===== src/rtl/booth_mac_sequencer.sv =====
// Operand sequencer and dot-product accumulator wrapped around the
// sequential Booth multiplier.
module booth_mac_sequencer #(
  parameter int NB    = 4,
  parameter int GUARD = 4,
  parameter int CNT_W = 8,
  parameter int TMO   = 64
) (
  input  logic                  clk,
  input  logic                  rst,
  input  logic                  in_valid,
  output logic                  in_ready,
  input  logic [NB-1:0]         in_a,
  input  logic [NB-1:0]         in_b,
  input  logic                  in_last,
  output logic                  booth_start,
  output logic [NB-1:0]         booth_m,
  output logic [NB-1:0]         booth_q,
  input  logic                  booth_valid,
  input  logic [2*NB-1:0]       booth_o,
  output logic                  out_valid,
  input  logic                  out_ready,
  output logic [2*NB+GUARD-1:0] out_acc,
  output logic [CNT_W-1:0]      out_count,
  output logic                  out_ovf,
  output logic                  out_err
);

  localparam int ACC_W = 2*NB+GUARD;
  localparam int TW    = $clog2(TMO);

  typedef enum logic [2:0] {
    S_IDLE,
    S_LAUNCH,
    S_WAIT,
    S_ACCUM,
    S_OUTPUT
  } state_t;

  state_t          state;
  logic            last;
  logic            seen_low;
  logic [TW-1:0]   timer;
  logic [2*NB-1:0] prod;
  logic [ACC_W-1:0] ext;
  logic [ACC_W-1:0] sum;
  logic            add_ovf;

  always_comb begin
    ext     = ACC_W'($signed(prod));
    sum     = out_acc + ext;
    add_ovf = (out_acc[ACC_W-1] == ext[ACC_W-1]) &&
              (sum[ACC_W-1] != out_acc[ACC_W-1]);
  end

  always_ff @(posedge clk) begin
    if (rst) begin
      state       <= S_IDLE;
      in_ready    <= 1'b1;
      booth_start <= 1'b0;
      booth_m     <= '0;
      booth_q     <= '0;
      last        <= 1'b0;
      seen_low    <= 1'b0;
      timer       <= '0;
      prod        <= '0;
      out_valid   <= 1'b0;
      out_acc     <= '0;
      out_count   <= '0;
      out_ovf     <= 1'b0;
      out_err     <= 1'b0;
    end else begin
      unique case (state)
        S_IDLE: begin
          if (in_valid) begin
            booth_m     <= in_a;
            booth_q     <= in_b;
            last        <= in_last;
            in_ready    <= 1'b0;
            booth_start <= 1'b1;
            state       <= S_LAUNCH;
          end
        end
        S_LAUNCH: begin
          booth_start <= 1'b0;
          seen_low    <= 1'b0;
          timer       <= '0;
          state       <= S_WAIT;
        end
        S_WAIT: begin
          // a valid is only trusted once it has been seen low first
          if (!booth_valid)
            seen_low <= 1'b1;
          if (booth_valid && seen_low) begin
            prod  <= booth_o;
            state <= S_ACCUM;
          end else if (timer == TW'(TMO-1)) begin
            out_err   <= 1'b1;
            out_valid <= 1'b1;
            state     <= S_OUTPUT;
          end else begin
            timer <= timer + 1'b1;
          end
        end
        S_ACCUM: begin
          out_acc <= sum;
          if (add_ovf)
            out_ovf <= 1'b1;
          if (out_count != '1)
            out_count <= out_count + 1'b1;
          if (last) begin
            out_valid <= 1'b1;
            state     <= S_OUTPUT;
          end else begin
            in_ready <= 1'b1;
            state    <= S_IDLE;
          end
        end
        S_OUTPUT: begin
          if (out_ready) begin
            out_valid <= 1'b0;
            out_acc   <= '0;
            out_count <= '0;
            out_ovf   <= 1'b0;
            out_err   <= 1'b0;
            in_ready  <= 1'b1;
            state     <= S_IDLE;
          end
        end
        default: state <= S_IDLE;
      endcase
    end
  end

endmodule


===== config.mk =====
export PLATFORM = sky130hd
export DESIGN_NAME = booth_mac_sequencer
export DESIGN_NICKNAME = d
export VERILOG_FILES = /design/src/rtl/booth_mac_sequencer.sv
export SDC_FILE = /design/constraint.sdc
export NUM_CORES = 1
export LEC_CHECK = 0
export ABC_AREA = 1
export CORE_UTILIZATION = 51
export DETAILED_ROUTE_END_ITERATION = 12
export PLACE_DENSITY = 0.83
export SLEW_MARGIN = 20
export SYNTH_ARGS = -nofsm -noshare
export SYNTH_HDL_FRONTEND = slang
export SYNTH_SLANG_ARGS = --single-unit

===== constraint.sdc =====
create_clock -name clk -period 2.7 [get_ports clk]
set_clock_uncertainty 0.2 [all_clocks]
set_input_delay 0.54 -clock clk [delete_from_list [all_inputs] [get_ports clk]]
set_output_delay 0.54 -clock clk [all_outputs]
set_load 0.01 [all_outputs]

==> reports/summary.md, run 1 <==
The run finished with clean final reports. Counting both buffers and inverters, the worst setup path holds a total of 2. The portion of total power attributed to the clock network was 0.241; the share of total power consumed by net switching was 0.336. Setup repair after global routing left no endpoint under its margin. The total of flip-flops plus latches after synthesis came out at 52. The worst register-to-register path begins at out_acc[0]. The leakage power total is 1.39 nW, and the number of buffers added for setup after CTS is 0. The first detailed-routing pass took 4 iterations. The Yosys step of the flow raised 0 warnings. For the pin with the worst max-slew slack, the measured transition is 0.523 ns. The logs give 0.240 for the total global routing track utilization and 0.656 mW for the switching power summed over all nets. The total negative slack for setup checks is 0 ns, and the share of synthesized area occupied by flip-flops and latches is 0.391.

For the total global routing overflow, the log shows 0. The effective utilization at floorplan was 0.545; the H-tree depth was 2. The CTS clock-pin slew for the worst setup and hold paths was 0.10 ns; the number of vias per cell was 5.19. The setup slack of the worst register-to-register path was 0.55 ns.

The total area inside the core boundary comes to 4880 sq um. Mean routed wirelength per cell: 12.4 microns. The count of distinct cell types in the synthesized netlist is 29. The run gives 52 as the clock sink count. The via count of the first global-routing pass is 2345, and the antenna diode instance count is 0. Summing every instance area after synthesis gives 2660 sq um. The fraction of final layout cells sized beyond drive strength 1 came out at 0.0482.

The number of pins with negative max-slew slack in the final report is 0, and the global placement routability congestion is 0.930. The clock period minus final worst setup slack is 2.15 ns, and the number of synthesized flops with an enable pin is 0. Walking the worst path, the cells encountered are ha_1 -> inv_1 -> fa_1 -> inv_1 -> nand3_1 -> nand2_1 -> a21oi_1 -> or2_2 -> nand3_1 -> a21oi_1. Type of the tightest min-delay check: reg2reg. In the synthesized netlist, the number of instances is 380.

For this run, design rule violations remaining after detail routing come to 0. Timing would allow up to 466 MHz. For the number of buffers created by CTS, the log shows 5. The first global-routing pass estimated 10200 microns of wire. The floorplan step defined a die boundary enclosing 5510 sq um.

The final critical-path share of the clock period was 0.795. For the total count of hold-check failures in the final report, the log shows 0. The power share of the combinational group came out at 0.299. The internal portion of the total power is 1.29 mW. After clock tree synthesis, the repair step resized 0 gates. Along the worst path, the maximum fanout reaches 4. Counting instances in the post-synthesis netlist gives the leading cell types as nand2_1 (84), dfxtp_1 (52), a21oi_1 (48), inv_1 (43), nor2_1 (42). Among all flip-flop cells after synthesis, the most frequent one is dfxtp_1.

The slowest stage of the critical path belongs to the cell dfxtp_1. The largest single stage delay on the critical path is 0.37 ns. The worst hold path terminates at out_ovf.

The dominant cell by count in the synthesized netlist was nand2_1. Setup violations remaining at the end of the flow were counted as 0. The count of nets left with antenna violations once routing finished came out at 0. The count of cells along the worst hold path was 2. Summed over all instances, the cell type with the most area after synthesis is dfxtp_1.

The floorplan step set the die width to 74.2 microns. Mean area per synthesized cell: 7.00 sq um. I/O pin count: 55. The worst setup path is captured at a register. For the worst-skew pair, the clock arrives at the later sink with an insertion delay of 0.31 ns. The tools report the fraction of the core area covered by cells at the end of the flow as 0.690. The signed area change from the synthesized netlist to the final layout came out at 26.5%. The worst-case headroom to the max-slew limit was 0.650; the die height was 74.2 microns.

The placement-stage cell area was 3270 sq um; the count of cells along the worst register-to-register path was 10. Counting every net in the synthesized netlist gives 416. The tools report the buffer cell driving the clock tree root as clkbuf_8. Wires add up to 6240 microns. At the end of the flow, the number of nets in the layout was 471. The detailed router finished its first iteration with 179 violations. The worst min-delay path startpoint was out_ovf. The tools report the cell area after layout as 3370 sq um. Sorting the synthesized cells by area gives the leading types as dfxtp_1 (39%), nand2_1 (12%), a21oi_1 (9.0%), ha_1 (6.1%), inv_1 (6.1%). The logs give 30 for the largest net degree at the start of global routing and 0.261 ns for the worst hold slack. The startpoint kind of the worst setup timing path was a register. Across the run, the number of max-cap violations was 0.

The worst ir drop on vdd was 0.407 mV; the cell total after placement was 495. For this design the ratio of total power to cell area is 580 nW/um^2. Buffers inserted to repair hold after CTS numbered 0. The run gives 0 as the number of antenna violations at the first check in global routing. The proportion of register bits with asynchronous set or reset after synthesis is 0, and the arrival time at the worst endpoint is 2.14 ns.

The maximum buffer depth of the clock tree was 2. Buffers placed on the I/O ports in this run total 54. The cell row count was 25. The required time of the critical path came out at 2.70 ns.

TritonCTS built the clock tree. The area share of the leading cell type in the synthesized netlist works out to 0.391. The classification of the worst setup path was reg2reg. The estimated wirelength of the detail-placed design was 4730 microns; the number of cells in the finished layout apart from fillers was 503. Detailed routing inserted a total of 2612 vias. The cell family contributing the most delay on the critical path is adder cells. The filler cells instantiated in the layout total 434.

The run gives 0.460 as the part of the total power dissipated in sequential elements. The endpoint identified for the worst register-to-register timing path is out_acc[6].
-- flip-flops by register name (all words and copies together), names as in the netlist --
signal	count
out_count	8
prod	8
booth_m	4
out_err	1
seen_low	1
out_valid	1
in_ready	1
booth_q	4
booth_start	1
state	3
out_ovf	1
out_acc	12
timer	6
last	1
-- worst max-delay path by stage --
stage / startpoint / endpoint / slack (ns) / depth (start not counted)
final: out_acc[0] / out_acc[6] / 0.55 / 10
after global routing: out_acc[0] / out_acc[6] / 0.41 / 10
after CTS: out_acc[0] / out_acc[6] / 0.56 / 10
after detailed placement: booth_valid / state[2] / 0.47 / 8
after global placement: booth_valid / state[2] / 0.52 / 8
after floorplan: out_acc[0] / out_acc[6] / 0.69 / 10
-- worst register-to-register path: stages (launching register included) --
cell,delay [ns]
dfxtp_1,0.37
ha_1,0.23
inv_1,0.07
fa_1,0.35
inv_1,0.11
nand3_1,0.08
nand2_1,0.14
a21oi_1,0.10
or2_2,0.27
nand3_1,0.06
a21oi_1,0.06
-- through the flow --
| step | setup slack (ns) | total power [mW] |
|---|---|---|
| finish | 0.554 | 1.95 |
| CTS | 0.559 | 1.97 |
| global placement | 0.516 | 1.48 |
| detailed placement | 0.473 | 1.50 |
| global route | 0.410 | 2.08 |
| floorplan | 0.688 | 1.27 |
-- final cells by class --
| cell class | instances | area [sq um] | share of cell area |
|---|---|---|---|
| Timing Repair Buffer | 56 | 556 | 0.165 |
| Inverter | 44 | 168 | 0.0498 |
| Tap cell | 67 | 83.8 | 0.0249 |
| Clock buffer | 6 | 82.6 | 0.0245 |
| Clock inverter | 2 | 13.8 | 0.00409 |
| Multi-Input combinational cell | 276 | 1420 | 0.422 |
| Sequential cell | 52 | 1040 | 0.309 |
-- logic make-up (layout without fill, tap and decap cells) --
family | count (synthesis) | in the layout | synth area share
and+or+nand+nor | 178 | 178 | 0.296
buffers and inverters | 52 | 108 | 0.0748
xor gates and xnor gates | 1 | 1 | 0.00329
adders and majority gates | 14 | 14 | 0.0686
DFF | 52 | 52 | 0.391
AOI/OAI and AO/OA | 83 | 83 | 0.166
-- per-layer routing --
metal / track usage / vias up / share of wire
met4: 0.0818 / 0 / 0.012
met2: 0.408 / 72 / 0.49
met5: 0 / - / 0
met1: 0.304 / 1171 / 0.45
li1: - / 1360 / -
met3: 0.0461 / 9 / 0.056
-- cells in the final DEF, fill, tap and decap left out, types with 6 or more instances in the layout --
master           netlist  final
nor3_1                 7      7
nor2_1                42     42
nand2_1               84     84
a21oi_1               48     48
inv_1                 43     43
dfxtp_1               52     52
clkdlybuf4s50_1        0     54
o21ai_0               22     22
clkbuf_8               0      6
ha_1                  13     13
nand3_1               29     29
-- power groups by stage --
stage               combinational, mW  clock (mW)  sequential (mW)
finish                          0.584       0.470            0.897
global placement                0.574           0            0.910
CTS                             0.586       0.487            0.896
global route                    0.655       0.514            0.910
floorplan                       0.347           0            0.926
detailed placement              0.584           0            0.913
(Power assumes the default switching activity.)
==> run 2, diff against run 1 <==
--- a/config.mk
+++ b/config.mk
@@ -6,9 +6,9 @@
 export NUM_CORES = 1
 export LEC_CHECK = 0
 export ABC_AREA = 1
-export CORE_UTILIZATION = 51
+export CORE_UTILIZATION = 46
 export DETAILED_ROUTE_END_ITERATION = 12
-export PLACE_DENSITY = 0.83
+export PLACE_DENSITY = 0.79
 export SLEW_MARGIN = 20
 export SYNTH_ARGS = -nofsm -noshare
 export SYNTH_HDL_FRONTEND = slang
==> constraint.sdc (replaced) <==
create_clock -name clk -period 1.9 [get_ports clk]
set_clock_uncertainty 0.2 [all_clocks]
set_input_delay 0.38 -clock clk [delete_from_list [all_inputs] [get_ports clk]]
set_output_delay 0.38 -clock clk [all_outputs]
set_load 0.01 [all_outputs]
==> reports/summary.md, run 2 (synthesis gave the netlist of run 1 again) <==
The arrival time at the worst endpoint is 1.28 ns (-0.86 ns), and the core region area is 5540 sq um (+14%). The min-delay analysis places its worst path in the category reg2reg. Number of buffers inserted by hold repair at cts: 0 (unchanged).

The die height was 78.1 microns (+5.2%). The number of pins with negative max-slew slack in the final report was 0 (unchanged). The number of violations reported at the end of detailed-routing iteration 0 was 83 (-54%).

For the worst ir drop on vdd, the log shows 0.713 mV (+75%). The critical path capture point type was an output port. For the finished layout, the period the worst path requires is 1.86 ns. The via count of the first global-routing pass came out at 2472 (+5.4%). For the number of buffers created by CTS, the log shows 5 (unchanged). The leading cell type in the layout, fill and taps excluded was nand2_1.

The first-pass GRT wire length was 10300 microns (+1.1%); the biggest fanout along the worst timing path was 3 (-1). The clock sink count was 52 (unchanged); the achievable frequency was 538 MHz. The logs give 1.32 ns (-1.38 ns) for the required time of the critical path and 3750 sq um (+11%) for the cell area after layout. The fraction of final layout cells sized beyond drive strength 1 came out at 0.187 (+0.139). Total length of routed wires: 6480 microns (+3.7%). The DRC violation count after routing came out at 0 (unchanged). The power density of the placed cells is 763 nW/um^2 (+32%).

For the worst-case headroom to the max-slew limit, the log shows 0.715 (+0.0652). Setup repair after global routing could not meet its margin everywhere. The logs give 30 (unchanged) for the largest net degree at the start of global routing and 2 (unchanged) for the maximum buffer depth of the clock tree. The number of nets with antenna violations after routing came out at 0 (unchanged).

The flow ran to the end, and the final reports show no timing, DRC or antenna violations. The logs give 494 (+4.9%) for the number of nets in the final layout and 0 (unchanged) for the total global routing overflow. The largest registers in the layout are out_acc x12, out_count x8, prod x8. The run gives 1.51 nW (+9.2%) as the leakage power total.

The run gives 0 (unchanged) as the total of endpoints with negative setup slack in the final report. The total via count in the routed design came out at 2736 (+4.7%). The buffer cell driving the clock tree root was clkbuf_8. The CTS clock-pin slew for the worst setup and hold paths is 0.10 ns (about the same), and the width of the die is 78.1 microns (+5.2%).

On the critical path the largest part of the delay comes from buffers and inverters. The area growth from synthesis to layout is 40.9%. The tools report the global placement routability congestion as 0.835 (-10%). The mean routed wirelength per cell was 12.2 microns (-1.7%); the total die area was 6090 sq um (+11%). The clock insertion delay at the later pin of the skew report was 0.31 ns (about the same); the number of flip-flops in the largest register was 12 (unchanged). For the effective utilization at floorplan, the log shows 0.480 (-0.0650). The final critical-path share of the clock period works out to 0.979.

The logs give 55 (unchanged) for the I/O pin count and 0.207 (-0.0324) for the total global routing track utilization. The largest register by flop count was out_acc. For the max-cap violation count, the log shows 0 (unchanged). The critical path in this run is classified as reg2out. Combined buffer and inverter count along the critical path: 2 (unchanged). The placement-stage cell area was 3460 sq um (+6.0%). The cell row count is 27 (+8.0%), and the slew at the pin closest to its max-slew limit is 0.423 ns (-0.0997 ns). The worst setup path is launched from a register. The number of antenna violations at the first check in global routing is 0 (unchanged). The H-tree depth came out at 2 (unchanged). The total count of hold-check failures in the final report came out at 0 (unchanged). The slowest cell on the critical path is clkdlybuf4s50_1. TritonCTS built the clock tree. The estimated wirelength of the detail-placed design was 4760 microns (+0.73%); the antenna diode instance count was 0 (unchanged). The number of input and output port buffers inserted was 54 (unchanged); the number of vias per cell was 5.15 (-0.78%). The total negative slack for setup checks is 0 ns (unchanged), and the biggest cell delay along the critical path is 0.52 ns (+0.15 ns). The first-pass detailed-route iteration total came out at 4 (unchanged). In the layout the commonest cells are nand2_1 (81), clkdlybuf4s50_1 (52), a21oi_1 (43).

Walking the worst path, the cells encountered are buf_4 -> clkdlybuf4s50_1.
## run 2: path summary, 6_finish.rpt
| kind | depth (start not counted) | end | slack (ns) | from |
|---|---|---|---|---|
| worst max-delay path | 2 | out_acc[1] | 0.04 | out_acc[1] |
| worst min-delay path | 2 | out_ovf | 0.26 | out_ovf |
| worst max register to register | 10 | out_acc[6] | 0.05 | out_acc[0] |
| worst min register to register | 2 | out_ovf | 0.26 | out_ovf |
## run 2: metrics by stage
stage	std cells	hold slack, ns	setup slack [ns]	power [mW]	utilization
finish	531	0.257	0.0396	2.86	0.677
global route	531	0.279	-0.0455	3.04	0.677
CTS	529	0.260	0.000475	2.85	0.642
detailed placement	521	0.245	-0.0552	2.22	0.625
global placement	521	0.239	0.0295	2.20	0.625
floorplan	380	0.228	0.0293	1.81	-
## run 2: final cells by class
cell class | count | area, sq um
timing repair buffer | 79 | 742
clock inverter | 2 | 13.8
fill | 472 | 1790
multi-input combinational | 276 | 1600
sequential | 52 | 1060
inverter | 44 | 168
clock buffer | 6 | 72.6
tap | 72 | 90.1
## run 2: worst min-delay path: stages, from the launching register on
cell	delay, ns
dfxtp_1	0.32
inv_1	0.05
a21oi_1	0.05
## run 2: layer usage
metal,part of all wire,global-route usage
met2,0.50,0.369
met1,0.46,0.250
met5,0,0
met3,0.035,0.0360
met4,0.0062,0.0704
## run 2: where the power goes
part,switching [mW],total (mW),internal (mW)
Sequential,0.0738,1.28,1.20
Clock,0.367,0.630,0.263
Combinational,0.524,0.952,0.428
Total,0.965,2.86,1.89
## run 2: repair_timing
item / CTS / global route
cloned: 0 / 0
endpoints found under the setup margin: 4 / 21
resized for setup: 5 / 43
pin swaps: 0 / 2
buffers inserted: 0 / 2
